`config.mk`:
```
export PLATFORM = sky130hd
export DESIGN_NAME = stream_demultiplexer
export DESIGN_NICKNAME = d
export VERILOG_FILES = /design/src/rtl/stream_demultiplexer.sv
export SDC_FILE = /design/constraint.sdc
export NUM_CORES = 1
export LEC_CHECK = 0
export BUFFER_PORTS_ARGS = -buffer_cell sky130_fd_sc_hd__buf_2
export CORE_MARGIN = 2
export CORE_UTILIZATION = 37
export CTS_BUF_LIST = sky130_fd_sc_hd__clkbuf_4 sky130_fd_sc_hd__clkbuf_8
export CTS_CLUSTER_SIZE = 8
export DETAILED_ROUTE_END_ITERATION = 10
export GPL_TIMING_DRIVEN = 1
export PLACE_DENSITY_LB_ADDON = 0.1
export SETUP_SLACK_MARGIN = 0.3
export SYNTH_ARGS = -nofsm -noshare
export SYNTH_HDL_FRONTEND = slang
export SYNTH_SLANG_ARGS = --single-unit
```
`constraint.sdc`:
```
create_clock -name clk -period 1.9 [get_ports clk]
set_input_delay 0.475 -clock clk [delete_from_list [all_inputs] [get_ports clk]]
set_output_delay 0.475 -clock clk [all_outputs]
set_load 0.02 [all_outputs]
```
`src/rtl/stream_demultiplexer.sv`:
```
// One input stream steered per word to one of two outputs, each behind a 2-entry FIFO.
// Optional macro DEMUX_COUNT_EN adds 16-bit per-output handshake counters.
module stream_demultiplexer #(
  parameter int SIZE = 32
) (
  input  logic            clk,
  input  logic            rst_n,
  input  logic [SIZE-1:0] in_value,
  input  logic            select,
  input  logic            in_valid,
  output logic            in_ready,
  output logic [SIZE-1:0] first_value,
  output logic            first_valid,
  input  logic            first_ready,
  output logic [SIZE-1:0] second_value,
  output logic            second_valid,
`ifdef DEMUX_COUNT_EN
  output logic [15:0]     first_count,
  output logic [15:0]     second_count,
`endif
  input  logic            second_ready
);

  logic [1:0]      fifo_push;
  logic [1:0]      fifo_pop;
  logic [1:0]      fifo_full;
  logic [1:0]      fifo_valid;
  logic [1:0]      fifo_ready;
  logic [SIZE-1:0] head_value [2];

  assign fifo_ready = {second_ready, first_ready};

  // Readiness looks only at registered occupancy, so a draining full FIFO still refuses input.
  assign in_ready = ~fifo_full[select];

  for (genvar gi = 0; gi < 2; gi++) begin : g_fifo
    logic [SIZE-1:0] mem_q [2];
    logic [SIZE-1:0] mem_d [2];
    logic            wr_ptr_q, wr_ptr_d;
    logic            rd_ptr_q, rd_ptr_d;
    logic [1:0]      cnt_q, cnt_d;

    assign fifo_push[gi]  = in_valid & in_ready & (select == 1'(gi));
    assign fifo_valid[gi] = (cnt_q != 2'd0);
    assign fifo_full[gi]  = (cnt_q == 2'd2);
    assign fifo_pop[gi]   = fifo_valid[gi] & fifo_ready[gi];
    assign head_value[gi] = mem_q[rd_ptr_q];

    always_comb begin
      mem_d    = mem_q;
      wr_ptr_d = wr_ptr_q;
      rd_ptr_d = rd_ptr_q;
      if (fifo_push[gi]) begin
        mem_d[wr_ptr_q] = in_value;
        wr_ptr_d        = ~wr_ptr_q;
      end
      if (fifo_pop[gi]) begin
        rd_ptr_d = ~rd_ptr_q;
      end
      cnt_d = cnt_q + {1'b0, fifo_push[gi]} - {1'b0, fifo_pop[gi]};
    end

    always_ff @(posedge clk or negedge rst_n) begin
      if (!rst_n) begin
        mem_q[0] <= '0;
        mem_q[1] <= '0;
        wr_ptr_q <= 1'b0;
        rd_ptr_q <= 1'b0;
        cnt_q    <= 2'd0;
      end else begin
        mem_q    <= mem_d;
        wr_ptr_q <= wr_ptr_d;
        rd_ptr_q <= rd_ptr_d;
        cnt_q    <= cnt_d;
      end
    end

`ifdef DEMUX_COUNT_EN
    logic [15:0] hs_cnt_q, hs_cnt_d;

    // Free-running: wraps FFFF -> 0000.
    assign hs_cnt_d = hs_cnt_q + 16'(fifo_push[gi]);

    always_ff @(posedge clk or negedge rst_n) begin
      if (!rst_n) begin
        hs_cnt_q <= 16'd0;
      end else begin
        hs_cnt_q <= hs_cnt_d;
      end
    end
`endif
  end

  assign first_valid  = fifo_valid[0];
  assign first_value  = head_value[0];
  assign second_valid = fifo_valid[1];
  assign second_value = head_value[1];

`ifdef DEMUX_COUNT_EN
  assign first_count  = g_fifo[0].hs_cnt_q;
  assign second_count = g_fifo[1].hs_cnt_q;
`endif

endmodule

```
==> reports/qor.yml <==
setup_path:
  worst_setup_ep_type: "output port"
  crit_fanout: 26
  critPathKind: "reg2out"
  sort_of_element_at_the_start_of_the_critical_path: "flop"
  worst_ep_required_time_ns: 1.42
  worst-endpoint-arrival_ns: 1.61
global_route:
  grt_usage_pct: 17.4
  grt_start_max_net_pins: 46
  via_count_of_the_first_global_routing_pass: 4161
  globalRouteOverflowTotal: 0
  antenna_found_initial: 0
  grt_pass1_wl_um: 23200
power_and_ir_drop:
  max-vdd-ir-drop_mv: 1.12
  intPower_w: 0.0112
  p_leak_nw: 4.09
  combinational_group_share_of_total_power_pct: 53.2
  switching_share_pct: 33.8
  power.share.sequential_pct: 30.8
  clkPwrFrac_pct: 16.0
  power_switching_w: 0.00575
  power-per-cell-area_mw_per_mm2: 1970
cts:
  cts.sinks: 136
  clock_insertion_delay_worst_skew_ns: 0.45
  cts_tree: "done"
  cts_inserted_buffers: 17
  ctsHtreeMaxLevel: 4
  cts-root-to-sink-buffers: 2
  clk_pin_slew_ns: 0.08
  cts-root-buf: "sky130_fd_sc_hd__clkbuf_8"
synth:
  ys.warnings.count: 0
  post_synth_and_or_nand_nor_area_fraction_pct: 1.74
  largest_family_of_logic_cells_by_synthesized_area: "multiplexers"
  syn-instance-count: 381
  ys_seq_area_share_pct: 56.4
  synthArstFlopShare_pct: 100
  synth_fp_nets: 423
  synth_mux_area_share_pct: 37.7
  count_of_flip_flops_with_a_built_in_enable_after_synthesis: 0
  yosysTopAreaCell: "sky130_fd_sc_hd__dfrtp_1"
  synth_cell_type_count: 23
  synth_xor_xnor_area_share_pct: 1.16
  synth.cell_area_mm2: 0.00604
  ys_seq_elements: 136
  area_contributors_post_synth: "sky130_fd_sc_hd__dfrtp_1 56%, sky130_fd_sc_hd__mux2_2 29%, sky130_fd_sc_hd__mux2_4 7.5%"
  synth_top_flop_cell: "sky130_fd_sc_hd__dfrtp_1"
  synth_adder_area_share_pct: 0.829
  post_synth.cell_area_avg_um2: 15.8
  synth_top_area_share_pct: 56.4
  synth_compound_area_share_pct: 0.0829
outcome:
  failed_checks: "setup timing"
  status: "finished with violations"
routing:
  route.detailed.drc: 0
  number_of_drc_markers_in_iteration_0: 117
  drt.antenna.violating_nets: 0
  avgRoutedWirePerCell_um: 19.1
  avgViaCountPerCell: 4.83
  routed_wirelength_um: 14500
  detail_route.first_pass.iterations: 5
  via_count: 3678
sta:
  setup_viol: 64
  holdWs_ns: 0.300
  final_hold_fails: 0
  post-route-worst-setup-slack_ns: -0.188
  final_min_period_over_clock_period_pct: 110
  worst_clock_skew_ns: 0.00687
  timing.setup.tns_ns: -9.56
  rsz0062_at_grt: "yes"
  fin_crit_ns: 2.09
  slew_headroom_pct: 68.3
  timing.final.max_slew_violations: 0
  timing_worst_slew_pin_value_ns: 0.476
  fmaxAchievable_mhz: 479
layout:
  finalNetCount: 574
  layout-area-overhead-vs-synth_pct: 42.7
  multi_input_comb_area_mm2: 0.00296
  final_layout_size_suffix_gt1_share_pct: 73.2
  layout.area.seq_mm2: 0.00341
  final.fill_count: 1359
  antenna-diode-count: 0
  fin_cells: 761
  final_cell_area_mm2: 0.00861
floorplanning:
  ioPinCount: 105
  floorplan.initialDensity_pct: 37.9
  width_of_the_die_um: 132
  std_cell_rows: 46
  die_y_um: 132
  die_area_mm2: 0.0174
  standard_cell_core_area_mm2: 0.0159
hold_path:
  hold_path.class: "in2reg"
placed_design:
  detailed_place_hpwl_um: 8690
  gp_routability_congestion: 0.705
  port_buffers: 104
  postPlaceCellArea_mm2: 0.00712
  placed_cells: 698
  dp_slack_ns: 0.0386
run:
  max_cap_violations: 0
area by class of cell:
class	instances	share of cell area, %
sequential	136	39.5
multi-input combinational	220	34.3
timing repair buffer	153	17.5
tap	216	3.14
clock buffer	19	2.96
clock inverter	13	2.34
inverter	4	0.203
routing by layer:
layer	vias to the layer above	global-route usage (%)	part of all wire [%]
met3	14	5.81	4.1
met4	0	6.46	1.3
met2	75	27.1	48
met5	-	0	0
li1	1662	-	-
met1	1927	22.7	47
Yosys cell counts (2+ instances only):
cell type                  number
sky130_fd_sc_hd__mux2_2       158
sky130_fd_sc_hd__dfrtp_1      136
sky130_fd_sc_hd__mux2_4        30
sky130_fd_sc_hd__buf_2         10
sky130_fd_sc_hd__clkbuf_1       8
sky130_fd_sc_hd__ha_1           4
sky130_fd_sc_hd__inv_1          4
sky130_fd_sc_hd__mux2_1         4
sky130_fd_sc_hd__xnor2_1        4
sky130_fd_sc_hd__xor2_1         4
sky130_fd_sc_hd__buf_6          3
sky130_fd_sc_hd__and2_1         2
sky130_fd_sc_hd__nor2_1         2
sky130_fd_sc_hd__nor2b_1        2
sky130_fd_sc_hd__or2_2          2
path summary, 6_finish.rpt:
| check | slack [ns] | endpoint | from | cells after the start |
|---|---|---|---|---|
| worst min register to register | 0.50 | g_fifo[0].mem_q[12]$_DFFE_PN0P_ | g_fifo[0].mem_q[12]$_DFFE_PN0P_ | 1 |
| worst min-delay path | 0.30 | g_fifo[0].mem_q[55]$_DFFE_PN0P_ | in_value[23] | 2 |
| min in group asynchronous | 0.53 | g_fifo[0].mem_q[9]$_DFFE_PN0P_ | rst_n | 2 |
| max in group asynchronous | 0.79 | g_fifo[1].rd_ptr_q$_DFFE_PN0P_ | rst_n | 3 |
| worst max-delay path | -0.19 | first_value[11] | g_fifo[0].rd_ptr_q$_DFFE_PN0P_ | 3 |
| worst max register to register | 0.17 | g_fifo[0].mem_q[59]$_DFFE_PN0P_ | g_fifo[0].cnt_q[0]$_DFF_PN0_ | 8 |
registers in the layout, indices dropped and copies added, names as in the netlist:
register,cells
g_fifo.cnt_q,4
g_fifo.mem_q,128
g_fifo.rd_ptr_q,2
g_fifo.wr_ptr_q,2
cell usage in the layout (no fill, tap or decap), drive strengths merged, types with 3 or more instances in the layout:
master | synthesis | final
clkbuf | 8 | 23
clkinvlp | 0 | 3
ha | 4 | 4
clkinv | 0 | 5
bufinv | 0 | 5
xnor2 | 4 | 4
mux2 | 192 | 192
dfrtp | 136 | 136
buf | 13 | 148
inv | 4 | 4
xor2 | 4 | 4
stage by stage:
step	utilization (%)	power, W
after global placement	44.6	0.0121
after floorplan	-	0.0101
final	54.0	0.0170
after CTS	52.0	0.0166
after global routing	54.0	0.0180
after detailed placement	44.6	0.0123
cell families after synthesis:
| logic type | after synthesis |
|---|---|
| AO/OA/AOI/OAI | 1 |
| XOR/XNOR | 8 |
| adder cells (fa/ha/maj) | 4 |
| buffers and inverters | 25 |
| flip-flops | 136 |
| multiplexers | 192 |
| AND/OR/NAND/NOR | 15 |
timing repair:
action,in CTS,in global routing
hold buffers,1,0
setup endpoints to repair,133,165
buffers inserted,15,6
pin swaps,6,5
resized for setup,128,46
endpoints found under the hold margin,42,0
gates cloned,5,4
worst max-delay path: stages, from the launching register on:
cell and delay, ns:
sky130_fd_sc_hd__dfrtp_2 0.40, sky130_fd_sc_hd__buf_12 0.23, sky130_fd_sc_hd__mux2_2 0.37, sky130_fd_sc_hd__buf_2 0.16
power groups by stage:
stage	clock network [W]	logic, W	registers [W]
2_1_floorplan	0	0.00523	0.00491
3_3_place_gp	0	0.00697	0.00510
3_5_place_dp	0	0.00707	0.00519
4_1_cts	0.00283	0.00853	0.00520
5_1_grt	0.00296	0.00958	0.00542
6_report	0.00272	0.00904	0.00522
No activity file was read; power rests on OpenSTA's default activity.
